==> src/rtl/id_ex_hazard_stage.sv <==
// ID/EX pipeline stage: registers control and forwarded operands, inserts load-use bubbles.
// Optional macro ID_EX_BUBBLE_COUNT_EN adds a saturating bubble counter output.
module id_ex_hazard_stage #(
  parameter int DATA_W        = 32,
  parameter int CTRL_W        = 27,
  parameter int NUM_SRC       = 4,
  parameter int SEL_W         = $clog2(NUM_SRC),
  parameter int BUBBLE_CYCLES = 1
) (
  input  logic                      clk,
  input  logic                      reset,
  input  logic                      hold_in,
  input  logic                      flush_in,
  input  logic                      id_valid_in,
  input  logic [CTRL_W-1:0]         id_ctrl_in,
  input  logic                      id_load_in,
  input  logic [4:0]                id_rd_in,
  input  logic [4:0]                id_rs1_in,
  input  logic [4:0]                id_rs2_in,
  input  logic [NUM_SRC*DATA_W-1:0] fwd_src_in,
  input  logic [SEL_W-1:0]          fwd_sel1_in,
  input  logic [SEL_W-1:0]          fwd_sel2_in,
  output logic                      ex_valid_out,
  output logic [CTRL_W-1:0]         ex_ctrl_out,
  output logic                      ex_load_out,
  output logic [4:0]                ex_rd_out,
  output logic [DATA_W-1:0]         ex_op1_out,
  output logic [DATA_W-1:0]         ex_op2_out,
  output logic                      stall_out,
  output logic                      bubble_out
`ifdef ID_EX_BUBBLE_COUNT_EN
  ,
  output logic [31:0]               bubble_count_out
`endif
);

  typedef enum logic {S_IDLE, S_BUBBLE} state_t;

  // Counter value on entering BUBBLE: the first bubble is loaded from IDLE.
  localparam logic [1:0] CNT_INIT = (BUBBLE_CYCLES > 1) ? 2'(BUBBLE_CYCLES - 2) : 2'd0;

  state_t              state_q, state_d;
  logic [1:0]          cnt_q, cnt_d;
  logic                valid_q, valid_d;
  logic [CTRL_W-1:0]   ctrl_q, ctrl_d;
  logic                load_q, load_d;
  logic [4:0]          rd_q, rd_d;
  logic [DATA_W-1:0]   op1_q, op1_d;
  logic [DATA_W-1:0]   op2_q, op2_d;
  logic                bubble_q, bubble_d;

  logic                hazard;
  logic                in_bubble;
  logic                bubble_load;
  logic [DATA_W-1:0]   op1_sel, op2_sel;

  // Out-of-range selects (non-power-of-2 NUM_SRC) fall back to source 0.
  function automatic logic [DATA_W-1:0] sel_src(input logic [NUM_SRC*DATA_W-1:0] src,
                                                input logic [SEL_W-1:0]          sel);
    logic [DATA_W-1:0] r;
    r = src[DATA_W-1:0];
    for (int k = 1; k < NUM_SRC; k++) begin
      if (sel == SEL_W'(k)) r = src[k*DATA_W +: DATA_W];
    end
    return r;
  endfunction

`ifdef ID_EX_BUBBLE_COUNT_EN
  function automatic logic [31:0] sat_inc32(input logic [31:0] v);
    return (v == 32'hFFFF_FFFF) ? v : v + 32'd1;
  endfunction
`endif

  always_comb begin
    hazard = valid_q & load_q & (rd_q != 5'd0) & id_valid_in &
             ((rd_q == id_rs1_in) | (rd_q == id_rs2_in));
    in_bubble   = ((state_q == S_IDLE) & hazard) | (state_q == S_BUBBLE);
    bubble_load = ~flush_in & ~hold_in & in_bubble;
    stall_out   = ~flush_in & in_bubble;
    op1_sel     = sel_src(fwd_src_in, fwd_sel1_in);
    op2_sel     = sel_src(fwd_src_in, fwd_sel2_in);
  end

  always_comb begin
    state_d  = state_q;
    cnt_d    = cnt_q;
    valid_d  = valid_q;
    ctrl_d   = ctrl_q;
    load_d   = load_q;
    rd_d     = rd_q;
    op1_d    = op1_q;
    op2_d    = op2_q;
    bubble_d = bubble_q;
    if (flush_in) begin
      state_d  = S_IDLE;
      cnt_d    = 2'd0;
      valid_d  = 1'b0;
      ctrl_d   = '0;
      load_d   = 1'b0;
      rd_d     = 5'd0;
      op1_d    = '0;
      op2_d    = '0;
      bubble_d = 1'b0;
    end else if (hold_in) begin
      state_d = state_q;
    end else if (bubble_load) begin
      valid_d  = 1'b0;
      ctrl_d   = '0;
      load_d   = 1'b0;
      rd_d     = 5'd0;
      op1_d    = '0;
      op2_d    = '0;
      bubble_d = 1'b1;
      if (state_q == S_IDLE) begin
        if (BUBBLE_CYCLES > 1) begin
          state_d = S_BUBBLE;
          cnt_d   = CNT_INIT;
        end
      end else if (cnt_q == 2'd0) begin
        state_d = S_IDLE;
      end else begin
        cnt_d = cnt_q - 2'd1;
      end
    end else begin
      valid_d  = id_valid_in;
      ctrl_d   = id_ctrl_in;
      load_d   = id_load_in;
      rd_d     = id_rd_in;
      op1_d    = op1_sel;
      op2_d    = op2_sel;
      bubble_d = 1'b0;
    end
  end

  // ID -> EX register boundary
  always_ff @(posedge clk or posedge reset) begin
    if (reset) begin
      state_q  <= S_IDLE;
      cnt_q    <= 2'd0;
      valid_q  <= 1'b0;
      ctrl_q   <= '0;
      load_q   <= 1'b0;
      rd_q     <= 5'd0;
      op1_q    <= '0;
      op2_q    <= '0;
      bubble_q <= 1'b0;
    end else begin
      state_q  <= state_d;
      cnt_q    <= cnt_d;
      valid_q  <= valid_d;
      ctrl_q   <= ctrl_d;
      load_q   <= load_d;
      rd_q     <= rd_d;
      op1_q    <= op1_d;
      op2_q    <= op2_d;
      bubble_q <= bubble_d;
    end
  end

`ifdef ID_EX_BUBBLE_COUNT_EN
  logic [31:0] bcount_q, bcount_d;

  always_comb begin
    bcount_d = bcount_q;
    if (bubble_load) bcount_d = sat_inc32(bcount_q);
  end

  always_ff @(posedge clk or posedge reset) begin
    if (reset) bcount_q <= 32'd0;
    else       bcount_q <= bcount_d;
  end

  assign bubble_count_out = bcount_q;
`endif

  assign ex_valid_out = valid_q;
  assign ex_ctrl_out  = ctrl_q;
  assign ex_load_out  = load_q;
  assign ex_rd_out    = rd_q;
  assign ex_op1_out   = op1_q;
  assign ex_op2_out   = op2_q;
  assign bubble_out   = bubble_q;

endmodule
==> config.mk <==
export PLATFORM = sky130hd
export DESIGN_NAME = id_ex_hazard_stage
export DESIGN_NICKNAME = d
export VERILOG_FILES = /design/src/rtl/id_ex_hazard_stage.sv
export SDC_FILE = /design/constraint.sdc
export NUM_CORES = 1
export LEC_CHECK = 0
export BUFFER_PORTS_ARGS = -buffer_cell sky130_fd_sc_hd__buf_2
export CORE_UTILIZATION = 41
export CTS_CLUSTER_SIZE = 24
export DETAILED_ROUTE_END_ITERATION = 16
export HOLD_SLACK_MARGIN = 0.1
export PLACE_DENSITY_LB_ADDON = 0.2
export SLEW_MARGIN = 5
export SYNTH_ARGS = -nofsm -noshare
export SYNTH_HDL_FRONTEND = slang
export SYNTH_SLANG_ARGS = --single-unit
==> constraint.sdc <==
create_clock -name clk -period 3.1 [get_ports clk]
set_input_delay 0.465 -clock clk [delete_from_list [all_inputs] [get_ports clk]]
set_output_delay 0.465 -clock clk [all_outputs]
set_load 0.05 [all_outputs]
Word level (Yosys, flattened, before mapping):

Cells that the tools add are included.

* bits in registers: 102
* output and inout port bits: 100
* word-level logic and storage cells: 76

* add/sub/neg operators: 1
* equal/unequal tests: 10
* mux-type cells: 37
* bitwise gates (word level): 13
* reductions and logical operators: 6

Operators by type and width (count)
* $mux W32: 12
* $mux W27: 3
* $mux W5: 3
* $mux W1: 14
* $eq A5 B5 Y1: 2
* $mux W2: 5
* $and A1 B1 Y1: 8
* $eq A2 B2 Y1 const B: 4
* $reduce_bool A5 Y1: 1
* $eq A2 B1 Y1 const B: 2
* $reduce_and A4 Y1: 1
* $reduce_bool A2 Y1: 2
* $not A1 Y1: 3
* $logic_not A2 Y1: 1
* $ne A2 B1 Y1 const B: 1
* $ne A2 B2 Y1 const B: 1
* $or A1 B1 Y1: 2
* $reduce_and A2 Y1: 1
* $sub A2 B1 Y2 const B: 1

Longest topological paths before layout:

* depth in word-level cells: 10
* mapped depth: 7
* gate-level depth less buffers: 5

Worst setup path before layout:

No wires, ideal clock.

* path kind: reg-to-output
* start: reg rd_q[4] (netlist: ex_rd_out[4])
* end: out stall_out
* data arrival time: 2.002 ns
* path slack: 0.633 ns
* cell stages (with the launch flop): 6
* buffers on the path: 0
* path through: dfrtp_1 -> xnor2_1 -> nand3_1 -> o22ai_1 -> a21oi_1 -> nor2_1

* longest elaborated chain between the ends: 7
* elaborated cells between the ends (all ways): 10
* classes of those cells: eq/ne (2); bitwise (7); reduce/logical (1)

Ends and longest elaborated chain
* start, declared: RTL line 47 `logic [4:0] rd_q, rd_d;`
* start signal, assigned: RTL line 153 `rd_q <= rd_d;`
* $reduce_bool A5 Y1: RTL line 75 `hazard = valid_q & load_q & (rd_q != 5'd0) & id_valid_in &`
* $and A1 B1 Y1 (2 in a row): RTL line 75
* $and A1 B1 Y1 (*): RTL line 75
* $and A1 B1 Y1 (*): RTL line 77 `in_bubble = ((state_q == S_IDLE) & hazard) | (state_q == S_BUBBLE);`
* $or A1 B1 Y1 (*): RTL line 77
* $and A1 B1 Y1 (*): RTL line 79 `stall_out = ~flush_in & in_bubble;`
* end, declared: RTL line 29 `output logic stall_out,`

Every way passes the cells marked *; elsewhere a longest branch is shown, timed or not.

Worst setup path in the final report:

* start: reg rd_q[2] (netlist: ex_rd_out[2])
* end: out stall_out

The elaborated chain is that of the path after synthesis.

==> impl_metrics.sql <==
INSERT INTO impl_metrics (metric_group, metric, value, unit) VALUES
('run_status', 'status', 'complete, no violations', ''),
('clocking', 'cts.repair_timing.setup_buffer_count', '0', ''),
('timing', 'hold_viol', '0', ''),
('place', 'place.detailed.hpwl', '10600', 'um'),
('routing', 'drt-total-wl', '14700', 'um'),
('setup_path', 'reg_to_reg_setup_timing_slack', '1.09', 'ns'),
('global_routing', 'grt_max_degree', '99', ''),
('clocking', 'clock_tree.buffer_depth', '2', ''),
('power_and_ir_drop', 'power.static_leakage', '3.57', 'nW'),
('setup_path', 'cp-end-kind', 'output port', ''),
('routing', 'drt_pre_antenna_iters', '4', ''),
('clocking', 'insertion_delay', '0.34', 'ns'),
('cells_and_area', 'fraction_of_final_layout_cells_with_drive_strength_greater_than_1', '0.610', ''),
('floorplanning', 'die_area', '13200', 'sq um'),
('setup_path', 'cp_slowest_cell', 'dfrtp_1', ''),
('clocking', 'cts.sinks', '102', ''),
('timing', 'shortest_clock_period_the_worst_path_allows_after_layout', '2.40', 'ns'),
('clocking', 'cts_resized', '0', ''),
('floorplanning', 'pin_count', '280', ''),
('cells_and_area', 'finalInstanceArea', '7100', 'sq um'),
('floorplanning', 'floorplan.die.height', '115', 'um'),
('global_routing', 'grt.total_usage', '0.230', ''),
('timing', 'clock-skew-final', '0.00853', 'ns'),
('floorplanning', 'fp-row-count', '40', ''),
('global_routing', 'grt_overflow_total', '0', ''),
('setup_path', 'crit_chain', 'xnor2_1, nand3_1, o22ai_1, a21oi_1, nor2_1, buf_2', ''),
('synth', 'synth.lib_cells_used.distinct', '18', ''),
('synth', 'mappedNetlistArea', '5250', 'sq um'),
('timing', 'fin_crit_sh', '0.775', ''),
('synth', 'postSynthAreaPerCell', '15.6', 'sq um'),
('routing', 'initialDrtViolationCount', '263', ''),
('synth', 'ys_seq_area_frac', '0.487', ''),
('cells_and_area', 'area.growth.synth_to_final', '35.4', '%'),
('synth', 'synth.yosys.warnings', '0', ''),
('setup_path', 'critical_path_depth', '6', ''),
('setup_path', 'worst-path-buf-inv', '1', ''),
('global_routing', 'antenna_found_initial', '3', ''),
('floorplanning', 'floorplan.die.width', '115', 'um'),
('worst_hold_path', 'hold_path.class', 'in -> async', ''),
('synth', 'synth.top_cells.by_area', 'dfrtp_1 49%, mux4_2 27%, a22o_1 16%, xnor2_1 1.8%, clkbuf_1 1.8%', ''),
('routing', 'drt_drc_violations_left', '0', ''),
('synth', 'synth_top_area_share', '0.487', ''),
('clocking', 'cts.htree.levels', '3', ''),
('place', 'place.port_buffers', '279', ''),
('place', 'globalplace.congestion', '0.761', ''),
('clocking', 'cts_buffers', '9', ''),
('setup_path', 'cp-startpoint', 'ex_rd_out[2]$_DFFE_PP0P_', ''),
('floorplanning', 'initial_utilization', '0.428', ''),
('global_routing', 'first_global_vias', '4582', ''),
('setup_path', 'crit_path_end', 'stall_out', ''),
('synth', 'synth-seq-cells', '102', ''),
('cells_and_area', 'finalNetCount', '778', ''),
('routing', 'drt-wirelength-per-cell', '19.1', 'um'),
('setup_path', 'critPathArrivalTime', '1.94', 'ns'),
('timing', 'unrepaired_setup_endpoints_after_global_routing', 'false', ''),
('clocking', 'cts.clk_slew.worst_paths', '0.07', 'ns'),
('setup_path', 'worst_path_dominant_cell_family', 'compound AO/OA/AOI/OAI gates', ''),
('timing', 'fmax', '416', 'MHz'),
('job', 'max_cap_violations', '0', ''),
('routing', 'dr_total_vias', '4242', ''),
('routing', 'ant_nets', '0', ''),
('global_routing', 'grt_pass1_wl', '22800', 'um'),
('setup_path', 'timing.critical_path.from_type', 'flop', ''),
('setup_path', 'r2r_end', 'ex_rd_out[4]$_DFFE_PP0P_', ''),
('timing', 'slew_viol_final', '0', ''),
('place', 'placed_area', '6800', 'sq um'),
('timing', 'slew_headroom', '0.355', ''),
('setup_path', 'critPathRequiredTime', '2.63', 'ns'),
('cells_and_area', 'final.fill_count', '1027', ''),
('timing', 'fin_tns_setup', '0', 'ns'),
('synth', 'syn_inst', '336', '');
## cells in the final DEF (no fill, tap or decap)
| master | n |
|---|---|
| inv_6 | 1 |
| a2111oi_4 | 1 |
| nand2_1 | 2 |
| a21oi_1 | 2 |
| inv_1 | 4 |
| o22ai_1 | 1 |
| dfrtp_1 | 102 |
| clkbuf_16 | 9 |
| nand3_1 | 3 |
| a22o_1 | 98 |
| nor2_1 | 5 |
| clkbuf_1 | 1 |
| bufinv_16 | 1 |
| xnor2_1 | 11 |
| nor3_1 | 2 |
| buf_4 | 3 |
| buf_2 | 279 |
| clkinvlp_4 | 4 |
| diode_2 | 1 |
| buf_12 | 3 |
| mux4_2 | 64 |
| a211oi_1 | 3 |
| ha_1 | 1 |
| nor2_4 | 1 |
| clkinv_4 | 1 |
## Yosys cell counts
library cell	n
dfrtp_1	102
buf_4	2
ha_1	1
a22o_1	98
nand3_1	3
buf_2	4
xnor2_1	11
nor3_1	2
inv_1	5
clkbuf_1	25
a21oi_1	2
o22ai_1	1
mux4_2	64
nand2_1	2
a2111oi_4	1
buf_1	4
nor2_1	6
a211oi_1	3
## cell families (layout without fill, tap and decap cells)
family                     after synthesis  count (layout)  synth area share
AOI/OAI and AO/OA                      105             105             0.176
DFF                                    102             102             0.487
muxes                                   64              64             0.275
buffers and inverters                   40             306            0.0310
and+or+nand+nor                         13              13            0.0105
xor gates and xnor gates                11              11            0.0184
adders and majority gates                1               1           0.00239
other                                    0               1                 0
## how the worst min path moves through the flow
stage                                      from                          end  slack, ns  cells after the start
floorplan                  cnt_q[0]$_DFFE_PP0P_         cnt_q[0]$_DFFE_PP0P_       0.51                      2
global placement    ex_ctrl_out[21]$_DFFE_PP0P_  ex_ctrl_out[21]$_DFFE_PP0P_       0.48                      1
detailed placement   ex_ctrl_out[1]$_DFFE_PP0P_   ex_ctrl_out[1]$_DFFE_PP0P_       0.48                      1
CTS                              id_ctrl_in[10]  ex_ctrl_out[10]$_DFFE_PP0P_       0.33                      2
global route                     id_ctrl_in[10]  ex_ctrl_out[10]$_DFFE_PP0P_       0.34                      2
finish                                    reset   ex_op2_out[29]$_DFFE_PP0P_       0.32                      2
## through the flow
stage / worst slack, ns / hold slack (ns) / utilization / power (mW) / instances
final: 0.698 / 0.317 / 0.579 / 3.52 / 771
after global routing: 0.562 / 0.339 / 0.579 / 3.69 / 770
after CTS: 0.674 / 0.328 / 0.579 / 3.56 / 770
after detailed placement: 0.928 / 0.477 / 0.555 / 2.43 / 754
after global placement: 0.948 / 0.478 / 0.555 / 2.41 / 754
after floorplan: 0.633 / 0.510 / - / 2.13 / 336
## report_power, final
part / internal (mW) / leakage (nW) / switching [mW]
registers: 1.42 / 1.36 / 0.0538
clock network: 0.630 / 0.135 / 0.496
logic: 0.354 / 2.08 / 0.573
total: 2.40 / 3.57 / 1.12
## cell type report
cell class	instances	area [sq um]	share of cell area
tap	168	210	0.0296
timing repair buffer	285	1480	0.208
clock buffer	10	229	0.0322
sequential	102	2550	0.359
inverter	5	22.5	0.00317
antenna	1	2.50	0.000352
multi-input combinational	194	2540	0.357
clock inverter	6	70.1	0.00986
## sequential cells by signal, summed over array words and instances (netlist names)
name,cells
state_q,1
ex_rd_out,5
ex_op1_out,32
ex_ctrl_out,27
ex_load_out,1
bubble_out,1
ex_valid_out,1
ex_op2_out,32
cnt_q,2
## routing by layer
layer  up-vias  part of all wire  GRT usage
met5         -                 0          0
met4         0             0.022     0.0944
met3        21             0.072     0.0548
met2       200              0.51      0.404
met1      2102              0.40      0.271
li1       1919                 -          -
No activity file was read; power rests on OpenSTA's default activity.
